===== src/rtl/wb_pkg.sv =====
// Shared writeback definitions: result select, load func3 codes, ctrlWB layout.
// The ctrlWB bit indices are also used by the decode control unit.
package wb_pkg;

   typedef enum logic [1:0] {
      WB_ALU = 2'b00,
      WB_MEM = 2'b01,
      WB_PC4 = 2'b10,
      WB_IMM = 2'b11
   } wb_sel_e;

   localparam logic [2:0] F3_LB  = 3'b000;
   localparam logic [2:0] F3_LH  = 3'b001;
   localparam logic [2:0] F3_LW  = 3'b010;
   localparam logic [2:0] F3_LBU = 3'b100;
   localparam logic [2:0] F3_LHU = 3'b101;

   localparam int CTRL_W        = 7;
   localparam int CTRL_REGWRITE = 6;
   localparam int CTRL_WBSEL_HI = 5;
   localparam int CTRL_WBSEL_LO = 4;
   localparam int CTRL_F3_HI    = 3;
   localparam int CTRL_F3_LO    = 1;
   localparam int CTRL_RSVD     = 0;

   typedef struct packed {
      logic       regWrite;
      wb_sel_e    wbSel;
      logic [2:0] func3;
   } wb_ctrl_t;

   // Takes ctrlWB[6:1]; the reserved bit never reaches the pipeline.
   function automatic wb_ctrl_t ctrl_decode(
      input logic [CTRL_REGWRITE-CTRL_F3_LO:0] c
   );
      wb_ctrl_t r;
      r.regWrite = c[CTRL_REGWRITE-CTRL_F3_LO];
      r.wbSel    = wb_sel_e'(c[CTRL_WBSEL_HI-CTRL_F3_LO:
                               CTRL_WBSEL_LO-CTRL_F3_LO]);
      r.func3    = c[CTRL_F3_HI-CTRL_F3_LO:0];
      return r;
   endfunction

endpackage


===== src/rtl/wb_load_align.sv =====
// Load extractor: picks byte/half/word from the raw memory word and extends it.
// Flags halfword and word accesses whose address is not naturally aligned.
module wb_load_align
   import wb_pkg::*;
#(
   parameter int XLEN = 32
) (
   input  logic [2:0]      i_func3,
   input  logic [1:0]      i_off,
   input  logic [XLEN-1:0] i_word,
   output logic [XLEN-1:0] o_data,
   output logic            o_misaligned
);

   logic [7:0]  w_byte;
   logic [15:0] w_half;

   always_comb begin
      w_byte = i_word[7:0];
      unique case (i_off)
         2'd0: w_byte = i_word[7:0];
         2'd1: w_byte = i_word[15:8];
         2'd2: w_byte = i_word[23:16];
         2'd3: w_byte = i_word[31:24];
      endcase
   end

   // Halfword lane follows off[1] only, even for a misaligned address.
   assign w_half = i_off[1] ? i_word[31:16] : i_word[15:0];

   always_comb begin
      o_data       = '0;
      o_misaligned = 1'b0;
      case (i_func3)
         F3_LB:  o_data = {{(XLEN-8){w_byte[7]}}, w_byte};
         F3_LBU: o_data = {{(XLEN-8){1'b0}}, w_byte};
         F3_LH: begin
            o_data       = {{(XLEN-16){w_half[15]}}, w_half};
            o_misaligned = i_off[0];
         end
         F3_LHU: begin
            o_data       = {{(XLEN-16){1'b0}}, w_half};
            o_misaligned = i_off[0];
         end
         F3_LW: begin
            o_data       = i_word;
            o_misaligned = (i_off != 2'b00);
         end
         default: o_data = '0;
      endcase
   end

endmodule


===== src/rtl/wb_stage.sv =====
// Writeback stage: MEM/WB register, result select/align, regfile write, instret.
// Define WB_BYPASS_EN to add EX forwarding ports fed from the MEM/WB register.
module wb_stage
   import wb_pkg::*;
#(
   parameter int XLEN  = 32,
   parameter int CNT_W = 64
) (
   input  logic             i_clk,
   input  logic             i_reset_n,
   input  logic             i_valid,
   input  logic             i_stall,
   input  logic             i_flush,
   input  logic [6:0]       i_ctrlWB,
   input  logic [4:0]       i_rd,
   input  logic [XLEN-1:0]  i_aluResult,
   input  logic [XLEN-1:0]  i_memData,
   input  logic [XLEN-1:0]  i_pcPlus4,
   input  logic [XLEN-1:0]  i_imm,
   output logic             o_wrSig,
   output logic [4:0]       o_wrReg,
   output logic [XLEN-1:0]  o_wrData,
   output logic             o_misalign,
   output logic [CNT_W-1:0] o_instret
`ifdef WB_BYPASS_EN
   ,
   output logic             o_fwdValid,
   output logic [4:0]       o_fwdReg,
   output logic [XLEN-1:0]  o_fwdData
`endif
);

   wb_ctrl_t         r_ctrl;
   logic             r_valid;
   logic             r_done;
   logic [4:0]       r_rd;
   logic [XLEN-1:0]  r_alu;
   logic [XLEN-1:0]  r_mem;
   logic [XLEN-1:0]  r_pc4;
   logic [XLEN-1:0]  r_imm;
   logic [CNT_W-1:0] r_instret;

   logic [XLEN-1:0]  w_ldData;
   logic             w_alignMis;
   logic             w_mis;
   logic             w_commit;
   logic             w_unused;

   assign w_unused = i_ctrlWB[CTRL_RSVD];

   always_ff @(posedge i_clk or negedge i_reset_n) begin
      if (!i_reset_n) begin
         r_valid   <= 1'b0;
         r_done    <= 1'b0;
         r_ctrl    <= '0;
         r_rd      <= '0;
         r_alu     <= '0;
         r_mem     <= '0;
         r_pc4     <= '0;
         r_imm     <= '0;
         r_instret <= '0;
      end else begin
         if (!i_stall) begin
            r_valid <= i_valid & ~i_flush;
            r_done  <= 1'b0;
            r_ctrl  <= ctrl_decode(i_ctrlWB[CTRL_REGWRITE:CTRL_F3_LO]);
            r_rd    <= i_rd;
            r_alu   <= i_aluResult;
            r_mem   <= i_memData;
            r_pc4   <= i_pcPlus4;
            r_imm   <= i_imm;
         end else if (w_commit) begin
            r_done <= 1'b1;
         end
         if (w_commit) begin
            r_instret <= r_instret + CNT_W'(1);
         end
      end
   end

   wb_load_align #(.XLEN(XLEN)) u_align (
      .i_func3      (r_ctrl.func3),
      .i_off        (r_alu[1:0]),
      .i_word       (r_mem),
      .o_data       (w_ldData),
      .o_misaligned (w_alignMis)
   );

   // Only the first cycle of a held entry may write, flag or count.
   assign w_commit   = r_valid & ~r_done;
   assign w_mis      = (r_ctrl.wbSel == WB_MEM) & w_alignMis;
   assign o_wrSig    = w_commit & r_ctrl.regWrite &
                       (r_rd != 5'd0) & ~w_mis;
   assign o_misalign = w_commit & w_mis;
   assign o_wrReg    = r_rd;
   assign o_instret  = r_instret;

   always_comb begin
      o_wrData = r_alu;
      unique case (r_ctrl.wbSel)
         WB_ALU: o_wrData = r_alu;
         WB_MEM: o_wrData = w_ldData;
         WB_PC4: o_wrData = r_pc4;
         WB_IMM: o_wrData = r_imm;
      endcase
   end

`ifdef WB_BYPASS_EN
   // Held for the whole stall so EX keeps seeing the pending result.
   assign o_fwdValid = r_valid & r_ctrl.regWrite &
                       (r_rd != 5'd0) & ~w_mis;
   assign o_fwdReg   = r_rd;
   assign o_fwdData  = o_wrData;
`endif

endmodule


===== config.mk =====
export PLATFORM = sky130hd
export DESIGN_NAME = wb_stage
export DESIGN_NICKNAME = d
export VERILOG_FILES = /design/src/rtl/wb_pkg.sv /design/src/rtl/wb_load_align.sv /design/src/rtl/wb_stage.sv
export SDC_FILE = /design/constraint.sdc
export NUM_CORES = 1
export LEC_CHECK = 0
export CAP_MARGIN = 20
export CORE_MARGIN = 5
export CORE_UTILIZATION = 29
export CTS_CLUSTER_DIAMETER = 200
export CTS_CLUSTER_SIZE = 10
export DETAILED_ROUTE_END_ITERATION = 8
export GPL_ROUTABILITY_DRIVEN = 0
export GPL_TIMING_DRIVEN = 0
export SYNTH_ARGS = -nofsm -noshare
export SYNTH_HDL_FRONTEND = slang
export SYNTH_SLANG_ARGS = --single-unit
export TNS_END_PERCENT = 10

===== constraint.sdc =====
create_clock -name i_clk -period 3 [get_ports i_clk]
set_clock_uncertainty 0.15 [all_clocks]
set_input_delay 0.6 -clock i_clk [delete_from_list [all_inputs] [get_ports i_clk]]
set_output_delay 0.6 -clock i_clk [all_outputs]
set_load 0.05 [all_outputs]

==> results.txt <==
----------------------------------------------------
[Floorplan]
  Cell Rows ... 67
  Die Width ... 193 um
  Standard cell core area ... around 33000 um2
  Top-level I/O count ... roughly 250
  Overall die area ... 37300 um2
  Vertical die dimension ... roughly 190 um
  Initial cell density of the core ... 29.2%

[CTS]
  Skew-Pair Late Insertion Delay ... approximately 0.5 ns
  Clock transition at the registers of the reported paths ... 0.06 ns
  CTS tree ... built
  Clock Sinks ... 205
  CTS H-Tree Depth ... 1
  Num CTS Buffers ... 24
  Root buffer cell ... clkbuf_16
  Maximum clock insertion buffer count ... 3

[Timing]
  Slew at the pin closest to its max-slew limit ... 0.804 ns
  Final hold violation count ... 0
  Crit share post-route ... 104%
  Final setup violation count ... 31
  Final hold slack ... roughly 0.31 ns
  Fin worst setup slack ... -0.127 ns
  Min Tclk post-route ... 3.13 ns
  Count of final max-slew check failures ... 0
  Worst slew margin relative to its limit ... 46.4%
  Upper clock frequency limit ... 0.320 GHz
  Unrepaired setup endpoints after global routing ... true

[Place]
  Port Buf Inserts ... between 200 and 250
  Dpl cell area ... 12800 um2
  DP Cell Count ... 1508
  Detailed placer's ending HPWL ... about 24000 um

[Finish]
  Most common cell after layout, fill and taps aside ... clkdlybuf4s50_1
  Filler-free cell count of the finished design ... 1548
  Final cell area excluding filler cells ... 14000 um2
  Commonest non-fill, non-tap cells in the layout ... clkdlybuf4s50_1, dfrtp_1, mux2_2
  Area taken by flip-flops and latches ... a little over 5000 um2
  Area delta synth->final ... 43.6%
  Final-stage net count ... 1242
  Multi-input combinational cell area ... 4670 um2
  Filler instances ... around 3200
  Proportion of layout cells with a drive suffix above 1 ... 29.0%

[Synth]
  Seq cells post-synth ... 205
  Leading cell types by total area after synthesis ... dfrtp_1, mux2_2, xor2_1
  Cell area after synthesis ... 9730 um2
  Fraction of post-synthesis cell area in the top cell type by area ... 52.7%
  FFs w/ async S/R, synth ... 100%
  Number of synthesized flops with an enable pin ... 0
  Synthesized instance count ... 812
  Post-synth top area cell ... dfrtp_1
  Most used DFF post-synth ... dfrtp_1
  Synthesized area per cell ... 12.0 um2
  Sequential area share after synthesis ... 52.7%
  Synthesis Warnings ... 0
  Syn nets ... around 960
  Netlist cell types ... 50

[Detailed routing]
  DRC violation count after routing ... 0
  Overall via count from detail_route ... 7483
  Violation count after the first detailed-routing iteration ... 313
  Vias/cell ... 4.83
  Mean routed wirelength per cell ... 20.7 um
  Antenna-violating nets left ... 0
  Number of optimization iterations in the first detailed-route pass ... 5
  Wire length reported by the detailed router ... about 32000 um

[Min path]
  Type of the most critical hold path ... reg -> reg

[Pwr]
  Switching power of the nets ... approximately 2300 uW
  Clock Power Share ... 33.4%
  Proportion of power drawn by flip-flops and latches ... a little over two fifths
  Net switching share of the total power ... 30.7%
  Static power due to leakage ... 0.00563 uW
  Part of the total power dissipated in combinational logic ... 24.9%
  Max rail drop VDD ... 0.449 mV
  Power consumption ... between 7000 and 8000 uW
  Internal power ... roughly 5300 uW
  P per Cell Area ... 546 nW/um2

[Critical path]
  Worst reg2reg startpoint ... o_instret[0]$_DFFE_PN0P_
  Capture instance of the worst register-to-register path ... o_instret[62]$_DFFE_PN0P_
  Timing endpoint of the critical path ... o_wrData[17]
  Endpoint kind of the worst setup timing path ... output pin
  Launch point of the critical path ... r_ctrl[0]$_DFFE_PN0N_
  Worst Reg2Reg Path Length in Cells ... 6
  Worst path arrival time ... between 2 and 2.5 ns
  Required time of the critical path ... 2.25 ns
  Reg-to-reg setup timing slack ... 0.54 ns
  Highest fanout seen on the critical path ... 10
  Critical Path Source Type ... flip-flop
  Crit Path Class ... reg -> out

[Global routing]
  GRT Residual Overflow ... 0
  First-pass GRT wire length ... 48000 um
  Largest net degree at the start of global routing ... 94
  Number of global-route vias before repair ... about 8000
  Overall global routing resource usage ... approximately 17%
  Number of antenna violations at the first check in global routing ... 5

[Job]
  Max-cap viol count ... 0

[Outcome]
  Violated checks ... negative setup slack
  Result of the run ... finished, violations left

----------------------------------------------------
-- cell type report --
| type | instances | area share (%) |
|---|---|---|
| Tap cell | 448 | 4.01 |
| Clock buffer | 25 | 4.48 |
| Inverter | 10 | 0.304 |
| Multi-Input combinational cell | 554 | 33.5 |
| Sequential cell | 205 | 36.8 |
| Clock inverter | 1 | 0.0537 |
| Timing Repair Buffer | 264 | 19.1 |
| Antenna cell | 4 | 0.0716 |
| Buffer | 37 | 1.72 |
-- per-stage QoR --
stage / setup TNS [ns] / utilization (%) / setup WS, ns
global placement: -1651.51 / 38.2 / -7.97
finish: -2.37 / 41.9 / -0.127
floorplan: 0 / - / 0.135
detailed placement: -24.29 / 38.4 / -0.942
global route: -5.01 / 41.9 / -0.198
CTS: -2.98 / 41.6 / -0.179
-- metal layers --
metal / share of wire [%] / wire length (um) / global-route usage (%)
met3: 5.4 / 1750 / 3.11
met5: 0.034 / 11 / 0
met2: 48 / 15300 / 27.3
met4: 3.2 / 1020 / 5.66
met1: 44 / 14000 / 23.0
-- synth_stat cells (8+ instances only) --
| cell type | count |
|---|---|
| nor2b_1 | 28 |
| nor3_2 | 12 |
| nand3_1 | 16 |
| o22a_1 | 24 |
| nand2_1 | 72 |
| clkbuf_1 | 36 |
| xor2_1 | 34 |
| a21oi_1 | 26 |
| xnor2_1 | 29 |
| inv_1 | 9 |
| nor2_1 | 31 |
| a22oi_1 | 8 |
| dfrtp_1 | 205 |
| o21ai_0 | 27 |
| nor3_1 | 9 |
| nand4_1 | 20 |
| mux2_2 | 149 |
-- state kept, by name, summed over array words and instances, names as in the netlist --
| signal | flops |
|---|---|
| r_valid | 1 |
| o_instret | 64 |
| r_done | 1 |
| r_mem | 32 |
| r_imm | 32 |
| r_alu | 32 |
| r_ctrl | 6 |
| o_wrReg | 5 |
| r_pc4 | 32 |
-- worst max-delay path: stages (launching register included) --
cell and delay, ns:
dfrtp_2 0.48, or3b_4 0.43, a21o_4 0.27, buf_12 0.16, a21oi_4 0.16, o22a_1 0.19, buf_6 0.17
-- power groups by stage --
stage	sequential (uW)	clock [uW]	combinational (uW)
after floorplan	3290	0	918
after global placement	3210	0	1740
after detailed placement	3210	0	1770
after CTS	3180	2630	1890
after global routing	3210	2730	2010
final	3190	2540	1900
-- repair_timing --
item | 4_1_cts | 5_1_grt
endpoints found under the setup margin | 34 | 34
gates resized for setup | 305 | 24
pin swaps | 24 | 12
buffers inserted | 13 | 0
gates cloned | 2 | 0
hold endpoints to repair | 36 | 0
hold buffers | 1 | 0
-- logic make-up (layout without fill, tap and decap cells) --
| family | count (synthesis) | count (layout) | share of synthesized area [%] |
|---|---|---|---|
| multiplexers | 158 | 158 | 19.1 |
| AND/OR/NAND/NOR | 223 | 223 | 12.8 |
| other | 0 | 4 | 0 |
| AO/OA/AOI/OAI | 109 | 109 | 7.45 |
| adder cells (fa/ha/maj) | 1 | 1 | 0.129 |
| XOR/XNOR | 63 | 63 | 5.67 |
| flip-flops | 205 | 205 | 52.7 |
| buffers and inverters | 53 | 337 | 2.12 |
-- how the worst min path moves through the flow --
stage | endpoint | from | depth (start not counted)
3_5_place_dp | o_instret[63]$_DFFE_PN0P_ | o_instret[63]$_DFFE_PN0P_ | 1
6_report | o_instret[63]$_DFFE_PN0P_ | o_instret[63]$_DFFE_PN0P_ | 1
5_1_grt | o_instret[63]$_DFFE_PN0P_ | o_instret[63]$_DFFE_PN0P_ | 1
2_1_floorplan | o_instret[0]$_DFFE_PN0P_ | i_reset_n | 0
3_3_place_gp | o_instret[63]$_DFFE_PN0P_ | o_instret[63]$_DFFE_PN0P_ | 1
4_1_cts | o_instret[63]$_DFFE_PN0P_ | o_instret[63]$_DFFE_PN0P_ | 1
Power figures use the tool's default switching activity.
==> RTL change (config.mk and constraints unchanged) <==
Add a define of `WB_BYPASS_EN`.
--- a/src/rtl/wb_stage.sv
+++ b/src/rtl/wb_stage.sv
@@ -1,5 +1,7 @@
 // Writeback stage: MEM/WB register, result select/align, regfile write, instret.
 // Define WB_BYPASS_EN to add EX forwarding ports fed from the MEM/WB register.
+`define WB_BYPASS_EN
+
 module wb_stage
    import wb_pkg::*;
 #(
Formal check against the unedited RTL (old outputs only; new: o_fwdData, o_fwdReg and o_fwdValid): equivalent (equiv_simple and equiv_induct, registers matched by name and starting in step).
==> RTL change against the unedited design <==
  * The flow still finishes with violations (setup timing)
  * Global-route usage about the same
  * Design area up 4.3%
  * Total power up 9.2%
  * Sequential cell count unchanged
  * Synthesized area up 2.0%
  * Non-clock buffer count up 70
  * Synthesized cell count up 3.6%
  * Setup slack worse by 250 ps
  * Fmax down 7.5%
  * Routed wire length up 2.6%
  * Utilization up 1.4 points
  * Critical path type unchanged
  * Largest cell class unchanged
  * Highest routed layer is now met4
==> RTL change: results <==
[global_route]
grt_pass1_vias = 8288
grt_max_degree = 111
track_usage_pct = 16.9
grt_pass1_wl_mm = 50.6

[setup_path]
cp_max_fo = 8
arrival_ps = 2630
r2r_setup_slack_ps = 670

[pwr]
power.static_leakage_uw = 0.00606
p_sw_uw = 2820

[logic_synthesis]
synth_compound_area_share_pct = 7.56
synth-adder-area-share_pct = 0.126
synth_xor_area_share_pct = 5.63
syn-num-nets = 987
ys_seq_area_share_pct = 51.7
synth.top_cells.by_area = dfrtp_1 52%, mux2_2 16%, xnor2_1 3.2%
synthMuxAreaShare_pct = 18.4

[sta]
fin_ws_ps = -381
finalSetupViolations = 64
max_slew_margin_pct = 36.2
fin_tns_setup_ps = -14240

[routing]
via_per_inst = 4.78
drt-total-wl_mm = 32.9
drtIter0Drc = 405

[finish]
fillers = 3212
seq_area_um2 = 5130
nets = 1300

[run_status]
status = finished with violations
violations = setup timing

[placement]
dpl.hpwl_mm = 24.6
RTL change: layout make-up:
type	count	area share (%)
multi-input combinational	534	31.9
sequential	205	35.2
tap	448	3.85
antenna	11	0.189
inverter	18	0.489
buffer	79	3.77
clock buffer	24	4.12
timing repair buffer	292	20.3
clock inverter	2	0.163
RTL change: power by group through the flow:
stage / Clock [uW] / Sequential [uW] / Combinational (uW)
3_5_place_dp: 0 / 3210 / 2440
4_1_cts: 2600 / 3180 / 2570
6_report: 2510 / 3190 / 2630
2_1_floorplan: 0 / 3290 / 1410
3_3_place_gp: 0 / 3210 / 2420
5_1_grt: 2710 / 3210 / 2770
RTL change: repair_timing:
action,in CTS,in global routing
gates resized for setup,459,90
endpoints found under the setup margin,67,67
hold endpoints to repair,45,0
pin swaps,9,4
hold buffers,1,0
buffers inserted,7,1
RTL change: critical path, cell delays in order (launching register included):
cell and delay, ps:
dfrtp_2 390, mux4_2 570, nor4b_4 170, buf_12 160, a221oi_4 300, o21ai_2 100, o21a_1 140, buf_4 140
buf_6 140
RTL change: cells by family after synthesis:
logic type               after synthesis
AND/OR/NAND/NOR                      200
buffers and inverters                102
adder cells (fa/ha/maj)                1
multiplexers                         154
XOR/XNOR                              63
AO/OA/AOI/OAI                        116
flip-flops                           205
RTL change: per-stage QoR:
step	hold slack, ps	cells	setup slack [ps]	cell area, um^2	power (uW)
detailed placement	308	1573	-1020	13400	5650
global route	336	1613	-452	14600	8700
global placement	314	1572	-8000	13300	5630
CTS	321	1601	-416	14400	8350
floorplan	154	841	-107	9930	4710
finish	317	1613	-381	14600	8330
RTL change: worst paths after layout:
check                                                from                         to
worst max-delay path                 r_alu[0]$_DFFE_PN0N_               o_wrData[12]
worst max register to register   o_instret[0]$_DFFE_PN0P_  o_instret[44]$_DFFE_PN0P_
worst min register to register  o_instret[63]$_DFFE_PN0P_  o_instret[63]$_DFFE_PN0P_
max in group asynchronous                       i_reset_n  o_instret[58]$_DFFE_PN0P_
min in group asynchronous                       i_reset_n      r_alu[13]$_DFFE_PN0N_
worst min-delay path            o_instret[63]$_DFFE_PN0P_  o_instret[63]$_DFFE_PN0P_
RTL change: per-layer routing:
metal  GRT usage, %  share of wire (%)
met1           22.6                 44
met2           27.6                 48
met3           3.38                5.7
met4           5.61                2.4
met5              0                  0
